--- config.mk ---
export PLATFORM = sky130hd
export DESIGN_NAME = scan_display_driver_flat
export DESIGN_NICKNAME = d
export VERILOG_FILES = /design/src/rtl/scan_display_driver_if.sv /design/src/rtl/scan_display_driver.sv /design/src/flat_wrapper.sv
export SDC_FILE = /design/constraint.sdc
export NUM_CORES = 1
export LEC_CHECK = 0
export ABC_AREA = 1
export BUFFER_PORTS_ARGS = -buffer_cell sky130_fd_sc_hd__buf_4
export CORE_MARGIN = 8
export CORE_UTILIZATION = 50
export DETAILED_ROUTE_END_ITERATION = 8
export PLACE_DENSITY = 0.8
export RECOVER_POWER = 100
export SKIP_LAST_GASP = 1
export SLEW_MARGIN = 30
export SYNTH_ARGS = -nofsm -noshare
export SYNTH_HDL_FRONTEND = slang
export SYNTH_SLANG_ARGS = --single-unit
--- constraint.sdc ---
create_clock -name CLK_50M -period 2.06 [get_ports CLK_50M]
set_input_delay 0.103 -clock CLK_50M [delete_from_list [all_inputs] [get_ports CLK_50M]]
set_output_delay 0.103 -clock CLK_50M [all_outputs]
set_load 0.01 [all_outputs]
--- src/rtl/scan_display_driver_if.sv ---
// Digit interface between the clock counter (master) and the scanned display driver (slave).
// Carries the six BCD digits and display options in, and the multiplexed pin drive out.
interface scan_display_driver_if;
  logic [3:0] hours2_data;
  logic [3:0] hours1_data;
  logic [3:0] minutes2_data;
  logic [3:0] minutes1_data;
  logic [3:0] seconds2_data;
  logic [3:0] seconds1_data;
  logic       blank_lz;
  logic       dot_en;
  logic [7:0] SEG;
  logic [5:0] SEL;
  logic       frame_start;

  modport master (
    output hours2_data, hours1_data, minutes2_data, minutes1_data,
           seconds2_data, seconds1_data, blank_lz, dot_en,
    input  SEG, SEL, frame_start
  );

  modport slave (
    input  hours2_data, hours1_data, minutes2_data, minutes1_data,
           seconds2_data, seconds1_data, blank_lz, dot_en,
    output SEG, SEL, frame_start
  );
endinterface

--- src/rtl/scan_display_driver.sv ---
// Six-digit common-anode multiplexed 7-segment driver for an HH:MM:SS clock.
// A validated snapshot is taken once per frame so carry transients never reach the display.
module scan_display_driver #(
  parameter int SCAN_DIV = 50_000,
  parameter int GUARD    = 500
) (
  input  logic                 CLK_50M,
  input  logic                 RST,
  scan_display_driver_if.slave disp
);

  localparam int DW = (SCAN_DIV > 2) ? $clog2(SCAN_DIV) : 1;

  logic [DW-1:0]   div_cnt;
  logic [2:0]      slot;
  logic [2:0]      slot_next;
  logic            started;
  logic            tick;
  logic            wrap;
  logic            eval;
  logic            valid;
  logic [5:0][3:0] cur;
  logic [5:0][3:0] snap;
  logic [3:0]      digit;
  logic [6:0]      glyph;
  logic            dp;
  logic [7:0]      seg_next;
  logic [5:0]      sel_next;

  // Index order matches the slot map: 0 = s1 ... 5 = h2.
  assign cur = {disp.hours2_data, disp.hours1_data, disp.minutes2_data,
                disp.minutes1_data, disp.seconds2_data, disp.seconds1_data};

  assign tick = (div_cnt == DW'(SCAN_DIV - 1));
  assign wrap = tick && (slot == 3'd5);
  assign eval = !started || wrap;
  assign disp.frame_start = eval && !RST;

  always_ff @(posedge CLK_50M or posedge RST) begin
    if (RST) begin
      div_cnt <= '0;
    end else if (tick) begin
      div_cnt <= '0;
    end else begin
      div_cnt <= div_cnt + 1'b1;
    end
  end

  // started stays low for exactly the first cycle after reset release.
  always_ff @(posedge CLK_50M or posedge RST) begin
    if (RST) begin
      started <= 1'b0;
    end else begin
      started <= 1'b1;
    end
  end

  // Slot sequencer: state register, next-state logic, output logic.
  always_ff @(posedge CLK_50M or posedge RST) begin
    if (RST) begin
      slot <= 3'd0;
    end else begin
      slot <= slot_next;
    end
  end

  always_comb begin
    slot_next = slot;
    if (tick) begin
      slot_next = wrap ? 3'd0 : slot + 3'd1;
    end
  end

  always_comb begin
    valid = 1'b1;
    for (int i = 0; i < 6; i++) begin
      if (cur[i] > 4'd9) valid = 1'b0;
    end
    if (cur[1] > 4'd5) valid = 1'b0;
    if (cur[3] > 4'd5) valid = 1'b0;
    if (cur[5] > 4'd2) valid = 1'b0;
    if ((cur[5] == 4'd2) && (cur[4] > 4'd3)) valid = 1'b0;
  end

  // A rejected digit set leaves the whole previous snapshot in place.
  always_ff @(posedge CLK_50M or posedge RST) begin
    if (RST) begin
      snap <= {4'd1, 4'd2, 4'd0, 4'd0, 4'd0, 4'd0};
    end else if (eval && valid) begin
      snap <= cur;
    end
  end

  always_comb begin
    digit = 4'd0;
    case (slot)
      3'd0:    digit = snap[0];
      3'd1:    digit = snap[1];
      3'd2:    digit = snap[2];
      3'd3:    digit = snap[3];
      3'd4:    digit = snap[4];
      3'd5:    digit = snap[5];
      default: digit = 4'd0;
    endcase
  end

  always_comb begin
    glyph = 7'h7F;
    case (digit)
      4'd0:    glyph = 7'h40;
      4'd1:    glyph = 7'h79;
      4'd2:    glyph = 7'h24;
      4'd3:    glyph = 7'h30;
      4'd4:    glyph = 7'h19;
      4'd5:    glyph = 7'h12;
      4'd6:    glyph = 7'h02;
      4'd7:    glyph = 7'h78;
      4'd8:    glyph = 7'h00;
      4'd9:    glyph = 7'h10;
      default: glyph = 7'h7F;
    endcase
  end

  assign dp = !(disp.dot_en && ((slot == 3'd2) || (slot == 3'd4)));

  // Guard window keeps all anodes off while the segment lines settle.
  always_comb begin
    seg_next = 8'hFF;
    sel_next = 6'h3F;
    if (div_cnt >= DW'(GUARD)) begin
      sel_next = ~(6'b000001 << slot);
      seg_next = {dp, glyph};
      if (disp.blank_lz && (slot == 3'd5) && (digit == 4'd0)) begin
        seg_next = 8'hFF;
      end
    end
  end

  always_ff @(posedge CLK_50M or posedge RST) begin
    if (RST) begin
      disp.SEG <= 8'hFF;
      disp.SEL <= 6'h3F;
    end else begin
      disp.SEG <= seg_next;
      disp.SEL <= sel_next;
    end
  end

endmodule

--- src/flat_wrapper.sv ---
// flat-port wrapper written by rule: the top's interface ports become plain ports
module scan_display_driver_flat 
#(
  parameter int SCAN_DIV = 50_000,
  parameter int GUARD    = 500
)
  (CLK_50M, RST, disp_hours2_data, disp_hours1_data, disp_minutes2_data, disp_minutes1_data, disp_seconds2_data, disp_seconds1_data, disp_blank_lz, disp_dot_en, disp_SEG, disp_SEL, disp_frame_start);
  scan_display_driver_if disp_i ();
  input  logic CLK_50M;
  input  logic RST;
  input wire logic [$bits(disp_i.hours2_data)-1:0] disp_hours2_data;
  input wire logic [$bits(disp_i.hours1_data)-1:0] disp_hours1_data;
  input wire logic [$bits(disp_i.minutes2_data)-1:0] disp_minutes2_data;
  input wire logic [$bits(disp_i.minutes1_data)-1:0] disp_minutes1_data;
  input wire logic [$bits(disp_i.seconds2_data)-1:0] disp_seconds2_data;
  input wire logic [$bits(disp_i.seconds1_data)-1:0] disp_seconds1_data;
  input wire logic [$bits(disp_i.blank_lz)-1:0] disp_blank_lz;
  input wire logic [$bits(disp_i.dot_en)-1:0] disp_dot_en;
  output wire logic [$bits(disp_i.SEG)-1:0] disp_SEG;
  output wire logic [$bits(disp_i.SEL)-1:0] disp_SEL;
  output wire logic [$bits(disp_i.frame_start)-1:0] disp_frame_start;
  assign disp_i.hours2_data = disp_hours2_data;
  assign disp_i.hours1_data = disp_hours1_data;
  assign disp_i.minutes2_data = disp_minutes2_data;
  assign disp_i.minutes1_data = disp_minutes1_data;
  assign disp_i.seconds2_data = disp_seconds2_data;
  assign disp_i.seconds1_data = disp_seconds1_data;
  assign disp_i.blank_lz = disp_blank_lz;
  assign disp_i.dot_en = disp_dot_en;
  assign disp_SEG = disp_i.SEG;
  assign disp_SEL = disp_i.SEL;
  assign disp_frame_start = disp_i.frame_start;
  scan_display_driver #(.SCAN_DIV(SCAN_DIV), .GUARD(GUARD)) u_core (.CLK_50M(CLK_50M), .RST(RST), .disp(disp_i));
endmodule
* Yosys cells after proc, flatten, opt, wreduce, memory -nomap -nowiden
Memories as Yosys holds them, arrays and structs flattened. Cells that the tools add are included.
Cells by class: bitwise logic cells 1, add/sub/neg operators 2, multiplexer cells 16, magnitude comparators 11, shift operators 1, reduce and logical (&&, ||, !) cells 14, eq/ne operators 7
Operators by type and width (count):
- $gt 4x4->1 const B | 6
- $pmux 4 s6 | 1
- $add 16x1->16 const B | 1
- $eq 16x16->1 const B | 1
- $ge 16x9->1 const B | 1
- $mux 16 | 1
- $mux 8 | 2
- $mux 1 | 10
- $gt 4x2->1 const B | 2
- $gt 4x3->1 const B | 2
- $logic_and 1x1->1 | 7
- $eq 3x2->1 const B | 2
- $eq 3x3->1 const B | 2
- $mux 6 | 1
- $not 6->6 | 1
- $shl 1x3->6 const A | 1
- $eq 4x2->1 const B | 1
- $logic_not 4->1 | 1
- $add 3x1->3 const B | 1
- $eq 3x1->1 const B | 1
- $logic_not 1->1 | 3
- $logic_not 3->1 | 1
- $mux 3 | 1
- $logic_or 1x1->1 | 2
Word-level totals: ROM bits 112, flip-flop bits (word level) 58, bits of input ports 28, memories kept 1
Memory list:
- (no name shown) | depth 16, width 7, read ports 1, clocked after Yosys merged registers in 0, write ports 0, RTL line scan_display_driver.sv:109 | case (digit)

* Depth between registers and ports, before layout
Gate-level depths: netlist of run 1.
word-level depth 12, gate-level depth with buffers 16, depth with buffers taken out 16

* Worst setup path after synthesis of run 1
OpenSTA, ideal clock, no wires.
kind flip-flop to flip-flop, start point reg u_core.slot[0], end point reg u_core.disp.SEG[0], data arrival time 1.820 ns, stages on the path, launching flop included 17, setup slack 0.159 ns, setup time 0.081 ns, cells stage by stage dfrtp_1 > inv_1 > ha_1 > inv_1 > nor2_2 > nand2_1 > nand2_1 > inv_1 > nand2_2 > inv_1 > ha_1 > nand2_1 > nor2_1 > nand3_2 > nand2_2 > nor2_4 > nand2_1
On the way: word-level cells in the longest chain between the ends 6, elaborated cells between the ends (all ways) 13
Ends and longest elaborated chain:
- start, declared | RTL line scan_display_driver.sv:15 | logic [2:0] slot;
- start signal, assigned | RTL line scan_display_driver.sv:63 | slot <= slot_next;
- branches (longest 4 deep; another with $mem_v2 16x7)
- $mux 8 (*) | RTL line scan_display_driver.sv:133 | if (disp.blank_lz && (slot == 3'd5) && (digit == 4'd0)) begin
- $mux 8 (*) | RTL line scan_display_driver.sv:130 | if (div_cnt >= DW'(GUARD)) begin
- via u_core.seg_next[0] | RTL line scan_display_driver.sv:27 | logic [7:0] seg_next;
- end signal, assigned | RTL line scan_display_driver.sv:144 | disp.SEG <= seg_next;
- end, declared | RTL line scan_display_driver_if.sv:25 | output SEG, SEL, frame_start
Mark *: on every way through the listed nets, which the timed path passes. A chain may end at the register's enable or synchronous reset.

* Worst setup path in the final report of run 1
start point reg u_core.slot[1], end point reg u_core.disp.SEG[0]
Same word-level chain as after synthesis.

==> results of run 1 <==
## power by group through the flow
stage | clock (mW) | sequential, mW | combinational, mW
2_1_floorplan | 0 | 1.20 | 0.0807
3_3_place_gp | 0 | 1.21 | 0.139
3_5_place_dp | 0 | 1.21 | 0.144
4_1_cts | 1.07 | 1.19 | 0.162
5_1_grt | 1.12 | 1.19 | 0.192
6_report | 1.04 | 1.19 | 0.170
## synth_stat cells
cell / n / share of area (%)
nand2_1: 121 / 15
dfrtp_1: 42 / 35
nand3_1: 41 / 6.8
inv_1: 39 / 4.8
nor2_1: 39 / 4.8
dfstp_2: 16 / 14
ha_1: 12 / 4.9
o21ai_0: 11 / 1.8
a21oi_1: 8 / 1.3
inv_2: 7 / 0.87
nor2_2: 7 / 1.4
xor2_1: 6 / 1.7
nand4_1: 5 / 1.0
buf_6: 4 / 1.5
nand2_2: 3 / 0.62
nor2_4: 3 / 1.1
buf_2: 2 / 0.33
nand2_4: 2 / 0.74
nand3_2: 2 / 0.66
or2_1: 2 / 0.41
and3_1: 1 / 0.21
buf_4: 1 / 0.25
conb_1: 1 / 0.12
o21a_1: 1 / 0.25
o21ai_1: 1 / 0.16
o22ai_1: 1 / 0.21
o31ai_1: 1 / 0.25
xnor2_1: 1 / 0.29
## layout by cell type, fill, tap and decap left out, drive strengths merged
| master | n |
|---|---|
| a21oi | 8 |
| and3 | 1 |
| buf | 48 |
| bufinv | 1 |
| clkbuf | 29 |
| clkinv | 2 |
| conb | 1 |
| dfrtp | 42 |
| dfstp | 16 |
| dlygate4sd3 | 11 |
| ha | 12 |
| inv | 45 |
| nand2 | 126 |
| nand3 | 43 |
| nand4 | 5 |
| nor2 | 49 |
| o21a | 1 |
| o21ai | 12 |
| o22ai | 1 |
| o31ai | 1 |
| or2 | 2 |
| xnor2 | 1 |
| xor2 | 6 |
## metrics by stage
stage	util (%)	instance area, sq um	power (mW)
floorplan	-	3040	1.28
global placement	58.7	3450	1.34
detailed placement	58.7	3450	1.35
CTS	64.1	3770	2.41
global route	66.6	3920	2.50
finish	66.6	3920	2.40
## flip-flops by register name, summed over array words and instances, names as in the netlist
register	cells
u_core.disp.SEG	8
u_core.disp.SEL	6
u_core.div_cnt	16
u_core.slot	3
u_core.snap	24
u_core.started	1
## path summary, 6_finish.rpt
kind | cells after the start | slack [ns] | to | start
worst max-delay path | 15 | 0.02 | u_core.disp.SEG[0]$_DFF_PP1_ | u_core.slot[1]$_DFFE_PP0N_
worst min-delay path | 3 | 0.01 | u_core.snap[1]$_DFFE_PP0P_ | disp_seconds1_data[1]
worst max register to register | 15 | 0.02 | u_core.disp.SEG[0]$_DFF_PP1_ | u_core.slot[1]$_DFFE_PP0N_
worst min register to register | 2 | 0.47 | u_core.snap[17]$_DFFE_PP1P_ | u_core.snap[17]$_DFFE_PP1P_
max in group asynchronous | 4 | 1.05 | u_core.slot[0]$_DFFE_PP0N_ | RST
min in group asynchronous | 4 | 0.49 | u_core.started$_DFF_PP0_ | RST
## final cells by class
| type | count | area, sq um | area share, % |
|---|---|---|---|
| sequential | 58 | 1470 | 37.6 |
| multi-input combinational | 269 | 1440 | 36.8 |
| tap | 75 | 93.8 | 2.39 |
| clock inverter | 2 | 35.0 | 0.894 |
| inverter | 46 | 178 | 4.53 |
| timing repair buffer | 74 | 534 | 13.6 |
| clock buffer | 14 | 163 | 4.15 |
## worst reg2reg max path, stage by stage (launching register included)
cell and delay (ns):
dfrtp_2 0.44, inv_2 0.12, ha_4 0.16, inv_2 0.04, nor2_4 0.13, buf_4 0.13
a21oi_2 0.06, nand2_1 0.11, inv_2 0.07, ha_4 0.17, nand2_2 0.06, nor2_2 0.05
nand3_2 0.09, nand2_2 0.07, nor2_4 0.17, nand2_1 0.09
## routing by layer
layer	GRT usage [%]	wire length [microns]
met1	19.4	3010
met2	26.3	3400
met3	4.56	480
met4	10.6	219
met5	0	0
## cell families after synthesis
kind of cell | synth area share, %
compound gates | 4.00
xor+xnor | 2.02
fa+ha+maj | 4.94
buf+inv | 7.74
flops | 48.4
other cells | 0.123
simple gates | 32.7
## repair_timing
item,in CTS,in global routing
resized for setup,2,36
hold endpoints to repair,51,0
cloned,0,0
endpoints found under the setup margin,6,8
setup buffers,1,11
hold buffers,11,0
pin swaps,0,19
==> results.yml, run 1 <==
power:
  p_int_mw: 1.87
  power_switching_mw: 0.528
  switching_share_pct: 22.0
  ir_drop_v: 0.000458
  seq_power_share_pct: 49.4
  power_frac_comb_pct: 7.1
  cellLeakagePower_nw: 2.02
  clkPwrFrac_pct: 43.5
  power.density_mw_per_mm2: 613
timing:
  rsz0062_at_grt: "true"
  drv_slew: 0
  fin_ws_ns: 0.0171
  min_period_ns: 2.04
  hold_violations: 0
  finalClockSkew_ns: 0.00657
  finalCritPeriodShare_pct: 99.2
  hold_ws_ns: 0.0112
  worst_slew_pin_slew_ns: 0.697
  tns_ns: 0
  setup_viol: 0
  slew_headroom_pct: 53.5
  fmax_mhz: 490
floorplanning:
  rows: 28
  dieArea_sq_mm: 0.00883
  chipWidth_microns: 93.9
  ios: 43
  die_h_microns: 93.9
  start_util_pct: 51.6
  core_sq_mm: 0.00589
grt:
  grt.total_usage_pct: 16.6
  grt_first_pass_wirelength_microns: 11400
  grt.overflow.total: 0
  grt_pass1_vias: 2594
  grt_start_max_net_pins: 59
  antenna_found_initial: 0
drt:
  drc: 0
  routed-via-count: 2709
  drt_iter0_markers: 131
  ant_nets: 0
  firstDrtPassIters: 5
  wirelength_microns: 7120
  vias_per_cell: 5.04
  wire_per_inst_microns: 13.2
worst_setup_path:
  critPathMaxFanout: 6
  start_kind: "register"
  slowest_delay_ns: 0.44
  worstPathRequired_ns: 2.32
  cpLargestDelayFamily: "simple AND/OR/NAND/NOR gates"
  cpMostUsedCell: "inv_2"
  cpMaxStageDelayCell: "dfrtp_2"
  cp_num_buf_inv: 4
  end_kind: "register"
  cp_cell_sequence: "inv_2, ha_4, inv_2, nor2_4, buf_4, a21oi_2, nand2_1, inv_2, ha_4, nand2_2, nor2_2, nand3_2, nand2_2, nor2_4, nand2_1"
  crit_type: "register to register"
  cp.arrival_ns: 2.30
placement:
  pre_cts_slack_ns: -0.0507
  placed_cells: 499
  portBuffers: 42
  hpwl_microns: 5070
  routabilityCongestion: 0.889
yosys:
  ys_seq_area_share_pct: 48.4
  yosys_warnings: 0
  ys_seq_elements: 58
  syn-num-nets: 420
  synth_area_sq_mm: 0.00304
  ys_types: 28
  syn_area_per_cell_sq_um: 7.99
  syn-instance-count: 380
finish:
  fin_nets: 498
  fillers: 463
  antennaDiodeCount: 0
  stdcell_count: 538
  synthToLayoutAreaGrowth_pct: 29.0
  final_layout_size_suffix_gt1_share_pct: 26.8
clock_tree:
  clock_sinks: 58
  clkTransAtPathRegs_ns: 0.06
  clock_latency_ns: 0.34
  clockRootBuffer: "clkbuf_8"
  cts_buffers: 9
  htreeDepth: 3
  ctsLongestPathBuffers: 2
  cts_tree: "built"
worst_hold_path:
  hp-class: "primary input to register"
job:
  drv_cap: 0
status:
  status: "completed"
Power figures use the tool's default switching activity.
==> run 2: changes to the inputs <==
--- a/config.mk
+++ b/config.mk
@@ -5,13 +5,11 @@
 export SDC_FILE = /design/constraint.sdc
 export NUM_CORES = 1
 export LEC_CHECK = 0
-export ABC_AREA = 1
 export BUFFER_PORTS_ARGS = -buffer_cell sky130_fd_sc_hd__buf_4
 export CORE_MARGIN = 8
 export CORE_UTILIZATION = 50
 export DETAILED_ROUTE_END_ITERATION = 8
 export PLACE_DENSITY = 0.8
-export RECOVER_POWER = 100
 export SKIP_LAST_GASP = 1
 export SLEW_MARGIN = 30
 export SYNTH_ARGS = -nofsm -noshare
==> results.yml, run 2 <==
clock_tree:
  cts_buffers: 9
  clock_latency_ns: 0.35
  clock_sinks: 58
  clockRootBuffer: "clkbuf_8"
  ctsLongestPathBuffers: 2
  htreeDepth: 3
  cts_tree: "built"
  clkTransAtPathRegs_ns: 0.07
yosys:
  synth.area.mux_share_pct: 10.8
  synth_top_family_by_area: "simple AND/OR/NAND/NOR gates"
  syn-instance-count: 244
  synthAdderAreaFrac_pct: 5.29
  yosysTopAreaCell: "dfrtp_1"
  synth_area_leaders: "dfrtp_1 (37%), dfstp_2 (15%), mux2_4 (8.5%)"
  yosys.area.top_type_share_pct: 37.0
  yosysMostFrequentCell: "dfrtp_1"
  synth_common_cells: "dfrtp_1 (42), nor2_1 (21), dfstp_2 (16), mux2_4 (16), nand2_1 (14)"
  ys_seq_elements: 58
  yosys.area_share.simple_pct: 15.0
  synth_compound_area_share_pct: 8.99
  synth_area_sq_mm: 0.00284
  synth-xor-area-share_pct: 4.32
  ys_types: 48
  ys_seq_area_share_pct: 51.8
  syn-num-nets: 284
  ys.flop_type: "dfrtp_1"
  synth_edf_count: 0
  async_reset_ff_share_pct: 100
  yosys_warnings: 0
  syn_area_per_cell_sq_um: 11.6
worst_setup_path:
  critPathMaxFanout: 4
  end_kind: "register"
  cpMostUsedCell: "ha_4"
  crit_type: "register to register"
  cp.arrival_ns: 2.51
  slowest_delay_ns: 0.47
  start_kind: "register"
  worstPathRequired_ns: 2.33
  cpMaxStageDelayCell: "dfrtp_2"
  cp_cell_sequence: "ha_4, ha_4, a32o_2, a21oi_2, o21ai_2, inv_2, ha_4, nand3_4, nor3b_4, nor3_1, a21oi_1"
grt:
  grt.total_usage_pct: 20.1
  grt_start_max_net_pins: 30
  grt_pass1_vias: 2531
  grt_first_pass_wirelength_microns: 13000
  grt.overflow.total: 0
  antenna_found_initial: 0
timing:
  finalCritPeriodShare_pct: 109
  hold_violations: 0
  setup_viol: 13
  finalClockSkew_ns: 0.0105
  min_period_ns: 2.24
  worst_slew_pin_slew_ns: 0.614
  fmax_mhz: 445
  slew_headroom_pct: 59.0
  fin_ws_ns: -0.185
  drv_slew: 0
  rsz0062_at_grt: "true"
drt:
  wirelength_microns: 8170
  drc: 0
  firstDrtPassIters: 4
  wire_per_inst_microns: 19.1
  vias_per_cell: 5.61
  routed-via-count: 2396
  ant_nets: 0
  drt_iter0_markers: 120
finish:
  mostFrequentLayoutCells: "buf_4 (80), dfrtp_1 (40), dlygate4sd3_1 (22), nor2_1 (19)"
  post-route-util_pct: 74.8
  regMostFlops: "u_core.snap"
  design_area_sq_mm: 0.00412
  final_layout_size_suffix_gt1_share_pct: 46.2
  final_common_cell: "buf_4"
  fin_nets: 390
  synthToLayoutAreaGrowth_pct: 45.1
  antennaDiodeCount: 0
  reg_top3: "u_core.snap x24, u_core.div_cnt x16, u_core.disp.SEG x8"
  largest_register_ffs: 24
placement:
  portBuffers: 42
  dpl_cell_area_sq_mm: 0.00351
  hpwl_microns: 4790
  pre_cts_slack_ns: -0.101
  routabilityCongestion: 0.829
worst_hold_path:
  hp-class: "primary input to register"
power:
  power_switching_mw: 0.572
  switching_share_pct: 23.1
  p_int_mw: 1.91
  ir_drop_v: 0.000528
  clkPwrFrac_pct: 43.8
  seq_power_share_pct: 47.6
  total_power_mw: 2.48
  cellLeakagePower_nw: 1.92
  power_frac_comb_pct: 8.6
  power.density_mw_per_mm2: 602
floorplanning:
  rows: 27
  die_h_microns: 91.4
  dieArea_sq_mm: 0.00834
  ios: 43
  core_sq_mm: 0.00551
  start_util_pct: 51.6
  chipWidth_microns: 91.4
status:
  status: "finished, violations left"
  violations: "negative setup slack"
job:
  drv_cap: 0
[run 2: cell type report]
type                            instances  area [sq um]
Clock buffer                           12           155
Clock inverter                          4          50.0
Fill cell                             334          1390
Inverter                               10          37.5
Multi-Input combinational cell        167          1460
Sequential cell                        58          1470
Tap cell                               72          90.1
Timing Repair Buffer                  104           852
[run 2: final timing paths]
kind	startpoint	endpoint	slack [ns]	cells past startpoint
max	u_core.slot[0]$_DFFE_PP0N_	u_core.disp.SEG[5]$_DFF_PP1_	-0.18	11
min	disp_blank_lz	u_core.disp.SEG[7]$_DFF_PP1_	0.17	5
max reg2reg	u_core.slot[0]$_DFFE_PP0N_	u_core.disp.SEG[5]$_DFF_PP1_	-0.18	11
min reg2reg	u_core.snap[23]$_DFFE_PP0P_	u_core.snap[23]$_DFFE_PP0P_	0.51	1
max in group asynchronous	RST	u_core.snap[17]$_DFFE_PP1P_	0.94	4
min in group asynchronous	RST	u_core.snap[13]$_DFFE_PP0P_	0.40	3
[run 2: power by group through the flow]
| stage | Sequential [mW] | Combinational (mW) | Clock, mW |
|---|---|---|---|
| finish | 1.18 | 0.213 | 1.08 |
| global route | 1.18 | 0.229 | 1.16 |
| CTS | 1.18 | 0.201 | 1.10 |
| detailed placement | 1.20 | 0.159 | 0 |
| global placement | 1.20 | 0.154 | 0 |
| floorplan | 1.19 | 0.0812 | 0 |
[run 2: timing repair]
item                                    4_1_cts  5_1_grt
endpoints found under the setup margin       11       27
hold buffers                                 22        0
setup buffers                                 5        5
pin swaps                                    13       13
resized for setup                            15        6
cloned                                        0        0
endpoints found under the hold margin        44        0
[run 2: cell families after synthesis]
| family | after synthesis |
|---|---|
| buffers and inverters | 19 |
| adder cells (fa/ha/maj) | 12 |
| flip-flops | 58 |
| other | 1 |
| XOR/XNOR | 14 |
| multiplexers | 22 |
| AND/OR/NAND/NOR | 81 |
| AO/OA/AOI/OAI | 37 |
[run 2: metal layers]
layer	routed length [microns]	track usage, %	share of wire, %	up-vias
met2	4370	34.5	54	87
li1	-	-	-	1086
met5	0	0	0	-
met1	3010	20.3	37	1195
met3	419	7.24	5.1	28
met4	367	13.2	4.5	0
[run 2: critical path: cells and delay by family, from the launching register on]
kind / cells / cell delay, ns
buffers and inverters: 1 / 0.09
and+or+nand+nor: 3 / 0.40
adders and majority gates: 3 / 0.51
DFF: 1 / 0.47
AOI/OAI and AO/OA: 4 / 0.70
[run 2: through the flow]
stage,TNS (ns),cells,hold WS [ns]
floorplan,0,244,0.176
global route,-2.13,427,0.187
CTS,-0.272,422,0.136
global placement,0,379,0.209
finish,-0.980,427,0.169
detailed placement,-0.519,379,0.224
